**src/rtl/shift_counter_ctrl_pkg.sv**
```systemverilog
// Shared types and constants for the shift counter sequencer.
package shift_ctrl_pkg;

  // Command opcodes carried on cmd_op.
  typedef enum logic [1:0] {
    OP_NOP   = 2'b00,
    OP_START = 2'b01,
    OP_STOP  = 2'b10,
    OP_PAUSE = 2'b11
  } op_t;

  // Sequencer states, also exported on the debug port.
  typedef enum logic [1:0] {
    ST_IDLE  = 2'b00,
    ST_LOAD  = 2'b01,
    ST_RUN   = 2'b10,
    ST_PAUSE = 2'b11
  } state_t;

  localparam logic MODE_RING    = 1'b0;
  localparam logic MODE_JOHNSON = 1'b1;

  // A ring counter seeded with all zeros never changes, so it is rejected.
  function automatic logic stuck_seed(input logic mode, input logic [3:0] seed);
    return (mode == MODE_RING) && (seed == 4'b0000);
  endfunction

endpackage

```
**src/rtl/shift_counter_ctrl_if.sv**
```systemverilog
// Command channel into the shift counter sequencer.
//
// Handshake: the master holds cmd_valid and the cmd_* fields stable until
// the cycle in which cmd_valid && cmd_ready is seen at a rising clk edge;
// that edge consumes exactly one command. cmd_ready never depends on
// cmd_valid (it is a decode of the registered state).
interface shift_counter_ctrl_if #(
  parameter int STEP_W = 8
);
  import shift_ctrl_pkg::*;

  logic              cmd_valid;
  logic              cmd_ready;
  op_t               cmd_op;
  logic              cmd_mode;
  logic [3:0]        cmd_seed;
  logic [STEP_W-1:0] cmd_steps;

  modport master (
    output cmd_valid, cmd_op, cmd_mode, cmd_seed, cmd_steps,
    input  cmd_ready
  );

  modport slave (
    input  cmd_valid, cmd_op, cmd_mode, cmd_seed, cmd_steps,
    output cmd_ready
  );

endinterface

```
**src/rtl/shift_counter_ctrl_step_prescaler.sv**
```systemverilog
// Step pacing divider. The count runs one cycle ahead of the step it
// announces: tick is raised in the cycle before the step so the parent can
// register it and still drive ctr_step on the exact step cycle. The parent
// asserts en when the following cycle is a RUN cycle, and clr on the cycle
// that enters LOAD.
module step_prescaler #(
  parameter int PRESCALE = 4
) (
  input  logic clk,
  input  logic rst,
  input  logic en,
  input  logic clr,
  output logic tick
);

  localparam int CW = (PRESCALE > 1) ? $clog2(PRESCALE) : 1;
  localparam logic [CW-1:0] LAST = CW'(PRESCALE - 1);

  logic [CW-1:0] count;

  assign tick = en && (count == LAST);

  // Free-running modulo-PRESCALE count that only advances while enabled.
  always_ff @(posedge clk) begin
    if (rst || clr) begin
      count <= '0;
    end else if (en) begin
      count <= (count == LAST) ? '0 : count + 1'b1;
    end
  end

endmodule

```
**src/rtl/shift_counter_ctrl.sv**
```systemverilog
// Sequencer for a 4-bit ring/Johnson shift counter: accepts commands,
// seeds the counter, paces and counts its shifts, and counts pattern wraps.
module shift_counter_ctrl
  import shift_ctrl_pkg::*;
#(
  parameter int PRESCALE = 4,
  parameter int STEP_W   = 8
) (
  input  logic                 clk,
  input  logic                 rst,
  shift_counter_ctrl_if.slave  cmd,
  input  logic [3:0]           ctr_q,
  output logic                 ctr_mode,
  output logic                 ctr_lo,
  output logic [3:0]           ctr_load,
  output logic                 ctr_step,
  output logic                 busy,
  output logic                 done,
  output logic                 err,
  output logic [3:0]           wrap_cnt,
  output state_t               dbg_state
);

  state_t            state, state_n;
  logic [3:0]        seed_r;
  logic [STEP_W-1:0] steps_left;
  logic              wrap_chk;
  logic              tick;

  logic cmd_acc, start_acc, stop_acc, pause_acc;
  logic step_now, final_step, start_ok;

  assign cmd.cmd_ready = (state != ST_LOAD);
  assign busy          = (state != ST_IDLE);
  assign dbg_state     = state;

  assign cmd_acc   = cmd.cmd_valid && cmd.cmd_ready;
  assign start_acc = cmd_acc && (cmd.cmd_op == OP_START);
  assign stop_acc  = cmd_acc && (cmd.cmd_op == OP_STOP);
  assign pause_acc = cmd_acc && (cmd.cmd_op == OP_PAUSE);

  // A real shift happens only in RUN; the ctr_step of LOAD is the seed load.
  assign step_now   = ctr_step && (state == ST_RUN);
  assign final_step = step_now && (steps_left == STEP_W'(1));
  assign start_ok   = (cmd.cmd_steps != '0) && !stuck_seed(cmd.cmd_mode, cmd.cmd_seed);

  // Next-state decode, shared by the register block and the prescaler enable.
  always_comb begin
    state_n = state;
    case (state)
      ST_IDLE:  if (start_acc && start_ok) state_n = ST_LOAD;
      ST_LOAD:  state_n = ST_RUN;
      ST_RUN: begin
        if (final_step || stop_acc) state_n = ST_IDLE;
        else if (pause_acc)         state_n = ST_PAUSE;
      end
      ST_PAUSE: begin
        if (stop_acc)       state_n = ST_IDLE;
        else if (pause_acc) state_n = ST_RUN;
      end
      default:  state_n = ST_IDLE;
    endcase
  end

  step_prescaler #(.PRESCALE(PRESCALE)) u_prescaler (
    .clk  (clk),
    .rst  (rst),
    .en   (state_n == ST_RUN),
    .clr  ((state == ST_IDLE) && (state_n == ST_LOAD)),
    .tick (tick)
  );

  // State register, step/wrap counters and all registered outputs.
  always_ff @(posedge clk) begin
    if (rst) begin
      state      <= ST_IDLE;
      ctr_mode   <= MODE_RING;
      ctr_lo     <= 1'b0;
      ctr_load   <= 4'b0000;
      ctr_step   <= 1'b0;
      done       <= 1'b0;
      err        <= 1'b0;
      wrap_cnt   <= 4'd0;
      seed_r     <= 4'b0000;
      steps_left <= '0;
      wrap_chk   <= 1'b0;
    end else begin
      state    <= state_n;
      ctr_lo   <= 1'b0;
      ctr_step <= tick;
      done     <= 1'b0;
      err      <= 1'b0;
      wrap_chk <= step_now;

      if (step_now) steps_left <= steps_left - 1'b1;

      // The counter output reflects a step one cycle later.
      if (wrap_chk && (ctr_q == seed_r) && (wrap_cnt != 4'hF))
        wrap_cnt <= wrap_cnt + 4'd1;

      case (state)
        ST_IDLE: begin
          if (start_acc) begin
            ctr_mode   <= cmd.cmd_mode;
            seed_r     <= cmd.cmd_seed;
            steps_left <= cmd.cmd_steps;
            wrap_cnt   <= 4'd0;
            if (cmd.cmd_steps == '0) begin
              done <= 1'b1;
            end else if (stuck_seed(cmd.cmd_mode, cmd.cmd_seed)) begin
              err <= 1'b1;
            end else begin
              ctr_lo   <= 1'b1;
              ctr_step <= 1'b1;
              ctr_load <= cmd.cmd_seed;
            end
          end else if (pause_acc) begin
            err <= 1'b1;
          end
        end
        ST_RUN: begin
          // STOP on the final step cancels the completion pulse.
          if (final_step && !stop_acc) done <= 1'b1;
          if (start_acc) err <= 1'b1;
        end
        ST_PAUSE: begin
          if (start_acc) err <= 1'b1;
        end
        default: ;
      endcase
    end
  end

endmodule

```
**src/flat_wrapper.sv**
```systemverilog
// flat-port wrapper written by rule: the top's interface ports become plain ports
module shift_counter_ctrl_flat import shift_ctrl_pkg::*;
#(
  parameter int PRESCALE = 4,
  parameter int STEP_W   = 8
)
  (clk, rst, ctr_q, ctr_mode, ctr_lo, ctr_load, ctr_step, busy, done, err, wrap_cnt, dbg_state, cmd_cmd_valid, cmd_cmd_op, cmd_cmd_mode, cmd_cmd_seed, cmd_cmd_steps, cmd_cmd_ready);
  shift_counter_ctrl_if #(.STEP_W(STEP_W)) cmd_i ();
  input  logic clk;
  input  logic rst;
  input  logic [3:0] ctr_q;
  output logic ctr_mode;
  output logic ctr_lo;
  output logic [3:0] ctr_load;
  output logic ctr_step;
  output logic busy;
  output logic done;
  output logic err;
  output logic [3:0] wrap_cnt;
  output state_t dbg_state;
  input wire logic [$bits(cmd_i.cmd_valid)-1:0] cmd_cmd_valid;
  input wire logic [$bits(cmd_i.cmd_op)-1:0] cmd_cmd_op;
  input wire logic [$bits(cmd_i.cmd_mode)-1:0] cmd_cmd_mode;
  input wire logic [$bits(cmd_i.cmd_seed)-1:0] cmd_cmd_seed;
  input wire logic [$bits(cmd_i.cmd_steps)-1:0] cmd_cmd_steps;
  output wire logic [$bits(cmd_i.cmd_ready)-1:0] cmd_cmd_ready;
  assign cmd_i.cmd_valid = cmd_cmd_valid;
  assign cmd_i.cmd_op = cmd_cmd_op;
  assign cmd_i.cmd_mode = cmd_cmd_mode;
  assign cmd_i.cmd_seed = cmd_cmd_seed;
  assign cmd_i.cmd_steps = cmd_cmd_steps;
  assign cmd_cmd_ready = cmd_i.cmd_ready;
  shift_counter_ctrl #(.PRESCALE(PRESCALE), .STEP_W(STEP_W)) u_core (.clk(clk), .rst(rst), .cmd(cmd_i), .ctr_q(ctr_q), .ctr_mode(ctr_mode), .ctr_lo(ctr_lo), .ctr_load(ctr_load), .ctr_step(ctr_step), .busy(busy), .done(done), .err(err), .wrap_cnt(wrap_cnt), .dbg_state(dbg_state));
endmodule
```
**config.mk**
```make
export PLATFORM = sky130hd
export DESIGN_NAME = shift_counter_ctrl_flat
export DESIGN_NICKNAME = d
export VERILOG_FILES = /design/src/rtl/shift_counter_ctrl_pkg.sv /design/src/rtl/shift_counter_ctrl_if.sv /design/src/rtl/shift_counter_ctrl_step_prescaler.sv /design/src/rtl/shift_counter_ctrl.sv /design/src/flat_wrapper.sv
export SDC_FILE = /design/constraint.sdc
export NUM_CORES = 1
export LEC_CHECK = 0
export CAP_MARGIN = 20
export CORE_MARGIN = 2
export CORE_UTILIZATION = 48
export CTS_CLUSTER_SIZE = 24
export DETAILED_ROUTE_END_ITERATION = 10
export PLACE_DENSITY_LB_ADDON = 0.1
export SYNTH_ARGS = -nofsm -noshare
export SYNTH_HDL_FRONTEND = slang
export SYNTH_SLANG_ARGS = --single-unit
```
**constraint.sdc**
```tcl
create_clock -name clk -period 2.2 [get_ports clk]
set_input_delay 0.22 -clock clk [delete_from_list [all_inputs] [get_ports clk]]
set_output_delay 0.22 -clock clk [all_outputs]
set_load 0.005 [all_outputs]
```
==> metrics.md, run 1 <==
| Metric | Value |
|---|---|
| Status | complete, no violations |
| Vias in the first global route | between 1000 and 1500 |
| Top post-synthesis cells by area | dfxtp_1, a21oi_1, nand2_1 |
| Final setup fails | 0 |
| Die Footprint | between 3000 and 4000 um2 |
| Crit Path Category | reg -> out |
| Synthesized area per cell | between 8 and 9 um2 |
| CTS H-tree depth | 2 |
| Setup Slack @ Placement | ~280 ps |
| Setup ws final | slightly above 400 ps |
| Routed len/inst | ~14 um |
| Flop and latch count out of synthesis | 30 |
| CP Buf/Inv Count | 2 |
| Peak supply drop | 0.354 mV |
| CTS max path bufs | 2 |
| Clock Skew | a little under 8 ps |
| GRT Residual Overflow | 0 |
| Largest stage delay, worst path | about 540 ps |
| Register-to-register setup slack | 420 ps |
| CP Launch Type | flip-flop |
| CP top delay family | buffers and inverters |
| I/O pin cnt | 39 |
| Crit path time final | approximately 1800 ps |
| TritonCTS buffer count | 5 |
| Worst r2r src | u_core.steps_left[3] |
| Worst Hold Class | in -> reg |
| Hold depth | 3 |
| HP Start | cmd_cmd_mode |
| Global-route wire length before repair | about 6.1 mm |
| Core Rows | 20 |
| CTS Sinks | 30 |
| Die W | a little over 60 um |
| Placed cell count | roughly 260 |
| Syn-to-layout area delta | 36.3% |
| Initial antenna violation count | 0 |
| # DRC | 0 |
| Clock slew at reported path FFs | 100 ps |
| Mapped Nets | roughly 210 |
| Most common cell after layout, fill and taps aside | clkdlybuf4s50_1 |
| ANT nets after route | 0 |
| Post-synth EDFFs | 0 |
| Instance count of the mapped netlist | 183 |
| Worst Hold End | u_core.ctr_mode |
| Synth warnings | 0 |
| Worst reg2reg path depth | 4 |
| Initial drt markers | around 110 |
| First-pass iteration count of the detailed router | 5 |
| Nets | around 250 |
| Antenna Cells | 0 |
| Ys flop type | dfxtp_1 |
| Post-DP HPWL | ~2.7 mm |
| Post-synth cell types | 41 |
| # Post-CTS Setup Buffers | 0 |
| Period Utilization, post-route | 81.3% |
| Vias after detailed routing | 1473 |
| Register area share after synthesis | about two fifths |
| Drt total wl | roughly 3.8 mm |
| Worst-margin pin slew | 536 ps |
| Mapped Area | between 1500 and 2000 um2 |
| IO Port Bufs | 38 |
| Cts repair resizes | 0 |
| Global-route total usage across every layer | approximately 23% |
| Root Buffer | clkbuf_4 |
| Fin. Hold Viols | 0 |
| Reg2reg end | u_core.dbg_state[0] |
| Fillers | between 200 and 300 |
| Leakage power | ~0.73 nW |
| Clock Latency Late Sink | between 300 and 400 ps |
| Asr flop ratio synth | 0% |
| RSZ-0062 raised after global routing | no |
| Leading area contributor after synthesis | dfxtp_1 |
| Worst Setup SP | u_core.dbg_state[0] |
| Layout cells sized above 1 | a little over a tenth |
| Placer Congestion | between 0.7 and 0.8 |
| Critical Path RT | 1980 ps |
| Crit path arrival time | roughly 1600 ps |
| Slew Viols, Final | 0 |
| Initial Utilization | 50.5% |
| Crit. End Element | output port |
| Highest-count cells in the layout ignoring fill and taps | clkdlybuf4s50_1, dfxtp_1, nand2_1 |
| CTS tree | done |
| Core area | 3050 um2 |
| Yosys top cell area share | slightly below 40% |
| Achievable frequency | ~560 MHz |
| Vias per inst | about 5.4 |
| Rel. slew slack | between 60% and 70% |
| Non-Filler Instances | around 270 |
| Fin Hold WS | roughly 440 ps |
| Highest net fanout along the worst path | 12 |
| Total negative slack | 0 ps |
| CP max-delay cell | dfxtp_1 |
| # hold bufs at CTS | 0 |
| PD cells | between 600 and 700 nW/um2 |
| Maxcap violations | 0 |
| Worst-path cell chain | nor2_1, inv_1, clkdlybuf4s50_1 |
| Chip height | 60.7 um |
| Largest net degree at the start of global routing | 22 |
[sequential cells by signal, summed over array words and instances (netlist names)]
register                  count
u_core.steps_left             8
u_core.ctr_load               4
u_core.seed_r                 4
u_core.wrap_cnt               4
u_core.dbg_state              2
u_core.u_prescaler.count      2
u_core.ctr_lo                 1
u_core.ctr_mode               1
u_core.ctr_step               1
u_core.done                   1
u_core.err                    1
u_core.wrap_chk               1
[routing by layer]
layer	vias up	GRT usage, %	routed length [um]
met5	-	0	0
met3	9	7.68	192
li1	744	-	-
met4	0	9.32	79
met1	682	26.5	1610
met2	38	37.9	1870
[power by group]
part           switching, W  internal [W]
Sequential        0.0000186      0.000561
Clock              0.000208      0.000385
Combinational     0.0000793     0.0000901
[cell families (layout without fill, tap and decap cells)]
logic type                 Yosys count  count (layout)  synth area share [%]
buffers and inverters               16              60                  4.06
adders and majority gates            4               4                  3.24
xor gates and xnor gates            10              10                  5.68
AOI/OAI and AO/OA                   48              48                  20.2
and+or+nand+nor                     75              75                  27.9
DFF                                 30              30                  38.9
[cells in the mapped netlist, types with 2 or more instances]
cell / number
dfxtp_1: 30
nand2_1: 23
a21oi_1: 19
nor2_1: 15
inv_1: 8
nand3_1: 8
a211oi_1: 7
o21ai_0: 7
xnor2_1: 7
clkbuf_1: 6
ha_1: 4
or4_1: 4
a211oi_2: 3
nand2b_1: 3
nor4_1: 3
o21ai_1: 3
xor2_1: 3
and2_1: 2
buf_2: 2
nand3b_1: 2
nand4_1: 2
o31ai_1: 2
or3_1: 2
[final cells by class]
cell class	instances	area (um2)	share of cell area, %
clock buffers	6	51.3	2.44
clock inverters	2	60.1	2.86
inverters	8	30.0	1.43
multi-input cells	137	880	41.8
flip-flops and latches	30	601	28.6
well taps	44	55.1	2.62
repair buffers	44	425	20.2
[metrics by stage]
step | instance area, um2 | power, W | utilization [%]
finish | 2100 | 0.00134 | 68.9
floorplan | 1540 | 0.000675 | -
global route | 2100 | 0.00139 | 68.9
CTS | 2100 | 0.00135 | 68.9
global placement | 1990 | 0.000754 | 65.2
detailed placement | 1990 | 0.000759 | 65.2
[worst max-delay path by stage]
| stage | slack [ps] | to | cells after the start |
|---|---|---|---|
| after floorplan | 620 | u_core.dbg_state[0] | 4 |
| after global placement | 340 | u_core.ctr_step | 5 |
| after detailed placement | 280 | u_core.dbg_state[0] | 5 |
| after CTS | 390 | busy | 3 |
| after global routing | 270 | busy | 3 |
| final | 410 | busy | 3 |
[worst register-to-register path, stage by stage, from the launching register on]
cell and delay, ps:
dfxtp_1 360, or4_4 600, nor4_4 440, or3_1 200
a21oi_1 60
Note: power is estimated with default switching activity, not from simulation.
==> inputs of run 2 (changes only) <==
- CORE_UTILIZATION: 48 -> 44
- clock period: 2.2 -> 1.6 ns (I/O delays scaled with it)
==> metrics.md, run 2 (synthesized netlist as in run 1, its figures left out) <==
| Metric | Value |
|---|---|
| CP Launch Type | flip-flop |
| Crit. End Element | flip-flop |
| CTS max path bufs | 2 |
| CTS Sinks | 30 |
| Nets | between 200 and 300 |
| Int Power | 0.00116 W |
| Peak supply drop | approximately 0.51 mV |
| Failing checks | negative setup slack |
| Slew Viols, Final | 0 |
| Maxcap violations | 0 |
| Highest-count cells in the layout ignoring fill and taps | clkdlybuf4s50_1, buf_4, dfxtp_1 |
| Hold depth | 3 |
| Core area | 3360 um2 |
| TritonCTS buffer count | 5 |
| Most common cell after layout, fill and taps aside | clkdlybuf4s50_1 |
| Largest net degree at the start of global routing | 22 |
| Net Switching | ~0.00043 W |
| Rel. slew slack | between 60% and 70% |
| Layout cells sized above 1 | 25.6% |
| First-pass iteration count of the detailed router | 4 |
| Leakage power | roughly 0.88 nW |
| Die Footprint | 4000 um2 |
| Placed cell count | around 290 |
| Post-DP HPWL | about 3.1 mm |
| CTS tree | done |
| Period Utilization, post-route | 100% |
| ANT nets after route | 0 |
| # DRC | 0 |
| IO Port Bufs | 38 |
| Clock Latency Late Sink | 340 ps |
| Routed len/inst | 13.6 um |
| Crit path time final | around 1600 ps |
| Drt total wl | about 4.1 mm |
| I/O pin cnt | 39 |
| Initial antenna violation count | 0 |
| Highest net fanout along the worst path | 2 |
| Chip height | roughly 63 um |
| PD cells | roughly 670 nW/um2 |
| Placer Congestion | 0.837 |
| Crit Path Category | reg -> reg |
| Worst Hold End | u_core.steps_left[1] |
| Clock Skew | around 6 ps |
| Vias after detailed routing | 1612 |
| Antenna Cells | 0 |
| Non-Filler Instances | between 300 and 400 |
| Crit path arrival time | approximately 1800 ps |
| GRT Residual Overflow | 0 |
| Status | finished, violations left |
| CTS H-tree depth | 2 |
| Reg2reg end | u_core.steps_left[7] |
| Achievable frequency | roughly 620 MHz |
| Top reg by flops | u_core.steps_left |
| Clock slew at reported path FFs | 100 ps |
| Final setup fails | 1 |
| Worst-margin pin slew | ~480 ps |
| Root Buffer | clkbuf_4 |
| Final total power | about 0.0016 W |
| Register-to-register setup slack | -5 ps |
| Die W | 63.2 um |
| Initial drt markers | 73 |
| Worst reg2reg path depth | 5 |
| Vias per inst | approximately 5.3 |
| HP Start | cmd_cmd_steps[1] |
| Global-route total usage across every layer | ~22% |
| Fin. Hold Viols | 0 |
| Setup ws final | -5.30 ps |
| Sequential share of power | between 40 and 50% |
| Vias in the first global route | around 1600 |
| Core Rows | 21 |
| Initial Utilization | between 40% and 50% |
| Global-route wire length before repair | about 7 mm |
| Largest register FFs | 8 |
| Comb pwr share | between 15 and 20% |
| Setup Slack @ Placement | -185 ps |
| Syn-to-layout area delta | 53.2% |
| Critical Path RT | around 1800 ps |
| Switching share of power | 27.0% |
| Worst r2r src | u_core.steps_left[2] |
| Clock power share | between 30 and 40% |
| RSZ-0062 raised after global routing | yes |
| Worst Hold Class | in -> reg |
## run 2: cell count changes in the layout (fill, tap and decap cells not counted), sizes merged
cell | before | now
dlymetal6s2s | 0 | 1
clkinv | 0 | 1
bufinv | 2 | 0
dlygate4sd2 | 0 | 1
clkbuf | 6 | 7
clkdlybuf4s50 | 38 | 36
buf | 6 | 37
## run 2: stage by stage
stage          util (%)  hold WS (ps)  setup TNS (ps)  instance area, um2
2_1_floorplan         -           281               0                1540
3_3_place_gp       65.4           450           -1380                2200
3_5_place_dp       65.4           467           -1920                2200
4_1_cts            68.4           419            -133                2300
5_1_grt            70.3           413           -78.3                2360
6_report           70.3           418           -5.30                2360
## run 2: worst max-delay path by stage
| stage | from | to | slack [ps] | cells after the start |
|---|---|---|---|---|
| after detailed placement | cmd_cmd_seed[0] | u_core.dbg_state[0] | -180 | 5 |
| after floorplan | u_core.steps_left[3] | u_core.dbg_state[0] | 20 | 4 |
| after CTS | u_core.steps_left[2] | u_core.steps_left[7] | -70 | 5 |
| final | u_core.steps_left[2] | u_core.steps_left[7] | -5 | 5 |
| after global placement | cmd_cmd_seed[0] | u_core.ctr_step | -150 | 5 |
| after global routing | u_core.steps_left[2] | u_core.steps_left[7] | -60 | 5 |
## run 2: final cells by class
cell class	instances	area, um2
clock buffers	7	55.1
multi-input cells	137	925
clock inverters	1	5.00
well taps	46	57.6
flip-flops and latches	30	612
fillers	311	1000
inverters	8	30.0
repair buffers	75	679
## run 2: critical path, stage by stage (launching register included)
cell	delay (ps)
dfxtp_2	330
or4_4	560
buf_6	150
nor4b_4	220
xnor2_1	160
a211oi_2	80
## run 2: metal layers
layer  routed length, um  track usage [%]  share of wire [%]
met5                   0                0                  0
met1                1700             24.6                 41
met4                  78             11.4                1.9
met2                2170             38.8                 53
met3                 177             5.00                4.3
## run 2: what timing repair did
| action | in CTS | in global routing |
|---|---|---|
| pin swaps | 8 | 3 |
| setup endpoints to repair | 8 | 12 |
| cloned | 0 | 0 |
| buffers inserted | 3 | 2 |
| hold buffers | 0 | 0 |
| endpoints found under the hold margin | 0 | 0 |
| gates resized for setup | 8 | 13 |
## run 2: power groups by stage
stage                     Sequential (W)  Combinational (W)  Clock, W
final                           0.000788           0.000310  0.000488
after global routing            0.000791           0.000338  0.000533
after CTS                       0.000790           0.000300  0.000495
after detailed placement        0.000808           0.000286         0
after global placement          0.000807           0.000279         0
after floorplan                 0.000807           0.000121         0
==> inputs of run 3 (changes only) <==
- CORE_MARGIN: 2 -> not set
==> metrics.md, run 3 (synthesized netlist as in run 1, its figures left out) <==
| Metric | Value |
|---|---|
| Largest register FFs | 8 |
| Area post-placement | 2190 um2 |
| Vias per inst | slightly above 5 |
| CTS tree | done |
| Placer Congestion | 0.824 |
| CP Launch Type | flip-flop |
| Drt total wl | 4.01 mm |
| I/O pin cnt | 39 |
| Core area | between 3000 and 4000 um2 |
| PD cells | 674 nW/um2 |
| ANT nets after route | 0 |
| Initial Utilization | about 46% |
| Slew Viols, Final | 0 |
| Storage cell area | between 600 and 700 um2 |
| GRT Residual Overflow | 0 |
| Clock slew at reported path FFs | 110 ps |
| Clock Latency Late Sink | ~340 ps |
| CTS max path bufs | 2 |
| Worst Hold Class | in -> reg |
| Nets | around 280 |
| Layout cells sized above 1 | 25.0% |
| # DRC | 0 |
| IO Port Bufs | 38 |
| Final std cell area, no fill | around 2300 um2 |
| Most common cell after layout, fill and taps aside | clkdlybuf4s50_1 |
| Crit path time final | 1560 ps |
| Highest net fanout along the worst path | 8 |
| CTS Sinks | 30 |
| Final setup fails | 0 |
| Fin. Hold Viols | 0 |
| Antenna Cells | 0 |
| Vias in the first global route | approximately 1500 |
| Leakage power | 0.873 nW |
| Crit Path Category | reg -> reg |
| Syn-to-layout area delta | 52.3% |
| Global-route wire length before repair | 6.31 mm |
| Worst-margin pin slew | between 400 and 500 ps |
| Routed len/inst | approximately 13 um |
| Largest net degree at the start of global routing | 22 |
| Vias after detailed routing | 1548 |
| Root Buffer | clkbuf_4 |
| Initial drt markers | 81 |
| Non-Filler Instances | slightly above 300 |
| Peak supply drop | 0.554 mV |
| Maxcap violations | 0 |
| Crit. End Element | flip-flop |
| Initial antenna violation count | 0 |
| Highest-count cells in the layout ignoring fill and taps | clkdlybuf4s50_1, buf_4, dfxtp_1 |
| Die W | about 61 um |
| Fillers | around 290 |
| RSZ-0062 raised after global routing | yes |
| First-pass iteration count of the detailed router | 4 |
| Achievable frequency | 641 MHz |
| Top reg by flops | u_core.steps_left |
| Chip height | 61.2 um |
| Global-route total usage across every layer | 22.9% |
| Critical Path RT | 1850 ps |
| TritonCTS buffer count | 5 |
| Crit path arrival time | about 1800 ps |
| Status | complete, no violations |
| Period Utilization, post-route | a little over nine tenths |
| Post-DP HPWL | approximately 3.0 mm |
| Area of the multi-input gates | a little over 900 um2 |
| Rel. slew slack | 66.6% |
| # hold bufs at CTS | 0 |
| CTS H-tree depth | 2 |
| Die Footprint | 3750 um2 |
| Fin Hold WS | a little over 400 ps |
| Core Rows | 21 |
| Clock Skew | about 11 ps |
| Placed cell count | between 200 and 300 |
[run 3: cell types whose count changed in the layout (fill, tap and decap cells not counted), sizes merged]
cell      delta
buf          -2
clkbuf       -1
clkinvlp     +1
[run 3: cell type report]
type	instances	area share, %
repair buffers	73	28.1
flip-flops and latches	30	26.1
clock buffers	6	2.18
multi-input cells	137	39.4
clock inverters	2	0.532
inverters	8	1.28
well taps	46	2.45
[run 3: worst paths after layout]
kind	from	endpoint	slack (ps)	cells past startpoint
max reg2reg	u_core.steps_left[5]	u_core.done	40	5
min reg2reg	u_core.seed_r[0]	u_core.seed_r[0]	480	2
max	u_core.steps_left[5]	u_core.done	40	5
min	cmd_cmd_steps[1]	u_core.steps_left[1]	410	3
[run 3: worst max-delay path, cell delays in order (launching register included)]
cell	delay (ps)
dfxtp_2	330
or4_4	580
nor4_4	150
buf_4	180
o21ai_2	60
a211oi_2	170
[run 3: repair_timing]
item | 4_1_cts | 5_1_grt
resized for setup | 8 | 11
buffers inserted | 3 | 1
endpoints found under the hold margin | 0 | 0
pin swaps | 2 | 5
endpoints found under the setup margin | 9 | 14
[run 3: metal layers]
layer	vias to the layer above	track usage (%)	routed length, um
met3	4	5.04	136
met4	0	7.47	38
met2	25	40.5	2050
li1	803	-	-
met5	-	0	0
met1	716	27.5	1780
[run 3: power breakdown]
part | leakage, nW | internal [W] | switching, W
sequential | 0.247 | 0.000770 | 0.0000182
combinational | 0.592 | 0.000166 | 0.000129
clock | 0.0343 | 0.000211 | 0.000291
total | 0.873 | 0.00115 | 0.000438
[run 3: through the flow]
step / setup TNS (ps) / worst slack [ps] / utilization (%) / total power [W]
2_1_floorplan: 0 / 19.2 / - / 0.000928
3_3_place_gp: -1720 / -176 / 65.7 / 0.00108
3_5_place_dp: -2270 / -199 / 65.7 / 0.00109
4_1_cts: 0 / 8.43 / 68.8 / 0.00159
5_1_grt: -143 / -55.2 / 70.4 / 0.00166
6_report: 0 / 40.6 / 70.4 / 0.00158
==> RTL change: new RTL, flow settings as in run 1 <==
Reset style: asynchronous (`rst`), changed in one clocked block.
--- a/src/rtl/shift_counter_ctrl.sv
+++ b/src/rtl/shift_counter_ctrl.sv
@@ -72,5 +72,5 @@
 
   // State register, step/wrap counters and all registered outputs.
-  always_ff @(posedge clk) begin
+  always_ff @(posedge clk or posedge rst) begin
     if (rst) begin
       state      <= ST_IDLE;
Check against the original RTL: differs if rst is asserted again (counterexample within 4 cycles, from zero or initial values and one cycle with rst high); with rst held inactive, the same outputs for 10 cycles.
==> RTL change against run 1 <==
- die area increased by 0.84%
- global-route usage decreased by 3.6 points
- non-clock buffer count decreased by 3
- synthesized area increased by 0.89%
- first-iteration DRC count decreased by 34%
- design area decreased by 2.4%
- sequential cell count unchanged
- setup slack got worse by 0.036 ns
- wire length decreased by 16%
- synthesized cell count decreased by 13%
Power is not compared: it rests on default switching activity, and its combinational part moved more than twofold at a synthesized area within 25%.
==> RTL change: results (changes against run 1) <==
* Hpwl dp at 2440 um (-11%)
* Netlist cell types at 40 (-2.4%)
* Layout cell share with drive strength beyond 1 at 9.85% (-0.72 points)
* Top post-synthesis cells by count: nand2_1 (31), dfrtp_1 (28), o21ai_0 (10), inv_1 (8), nor2_1 (7)
* Slowest stage cell, crit path: dfrtp_1
* Status: complete, no violations
* Synth async-reset ratio at 93.3% (+93 points)
* Pin count of the biggest net entering global routing at 29 (+32%)
* Slew @ Worst Pin at 0.470 ns (-0.0661 ns)
* Seq/Total Area, Yosys at 47.6% (+8.7 points)
* Tot GR Track Use at 19.1% (-3.6 points)
* WL met2 at 1680 um (-9.9%)
* Worst EP arrival at 2.08 ns (+0.51 ns)
* First-pass GRT wire length at 5090 um (-17%)
* Worst R2R Setup Slack at 0.37 ns (-0.05 ns)
* Worst path max stage delay at 0.52 ns (-0.02 ns)
* Worst hold path type: primary input to asynchronous set/reset pin
* DR iter-0 viols at 72 (-34%)
* Largest register by flop count: u_core.steps_left
* Met2 GRT Util at 34.4% (-3.5 points)
* Dpl ws at 0.202 ns (-0.0783 ns)
* Synthesized Nets at 186 (-11%)
* Met3 usage at 4.05% (-3.6 points)
* CP Capture Point: u_core.u_prescaler.count[0]$_SDFFE_PP0P_
* Routed WL at 3140 um (-16%)
* Post-layout nets at 228 (-9.5%)
* Number of global-route vias before repair at 1,216 (-15%)
* GR met1 Demand/Resource at 20.3% (-6.2 points)
* Drt pass-1 iters at 4 (-1)
* Top delay family on crit path: simple AND/OR/NAND/NOR gates
* Crit path max fanout at 10 (-2)
* Vias at 1,281 (-13%)
* Reg2reg end: u_core.u_prescaler.count[0]$_SDFFE_PP0P_
* Top post-synthesis cells by area: dfrtp_1 (45%), nand2_1 (7.5%), xor2_1 (3.4%)
* Post-Route M1 WL at 1290 um (-20%)
* Maximum clock frequency at 548 MHz (-1.9%)
* Worst hold slack at 0.352 ns (-0.0919 ns)
* Routed wl met3 at 119 um (-38%)
## RTL change: power groups by stage
stage / clock, mW / combinational, mW / sequential (mW)
after global placement: 0 / 0.725 / 0.931
final: 0.397 / 0.736 / 0.932
after floorplan: 0 / 0.491 / 0.886
after global routing: 0.435 / 0.830 / 0.959
after detailed placement: 0 / 0.739 / 0.939
after CTS: 0.413 / 0.746 / 0.929
## RTL change: logic make-up (layout without fill, tap and decap cells)
kind of cell / Yosys count / count (layout) / share of synthesized area [%]
flops: 30 / 30 / 47.6
fa+ha+maj: 4 / 4 / 3.22
buf+inv: 15 / 58 / 4.82
compound gates: 29 / 29 / 12.5
mux: 4 / 4 / 2.89
xor+xnor: 11 / 11 / 6.19
simple gates: 67 / 67 / 22.7
## RTL change: stage by stage
stage | instances | area (um2)
after global routing | 247 | 2050
after floorplan | 160 | 1560
after global placement | 239 | 1970
final | 247 | 2050
after detailed placement | 239 | 1970
after CTS | 247 | 2050
## RTL change: worst min path at each step
| stage | to | cells past startpoint |
|---|---|---|
| floorplan | u_core.ctr_lo$_DFF_PP0_ | 1 |
| global placement | u_core.ctr_mode$_DFFE_PP0P_ | 2 |
| detailed placement | u_core.ctr_mode$_DFFE_PP0P_ | 2 |
| CTS | u_core.ctr_step$_DFF_PP0_ | 3 |
| global route | u_core.ctr_load[0]$_DFFE_PP0P_ | 3 |
| finish | u_core.ctr_step$_DFF_PP0_ | 3 |
## RTL change: cell type report
cell class | instances | area, um2
Fill cell | 261 | 1030
Sequential cell | 30 | 741
Multi-Input combinational cell | 115 | 741
Timing Repair Buffer | 41 | 403
Clock buffer | 8 | 78.8
Tap cell | 44 | 55.1
Inverter | 9 | 33.8
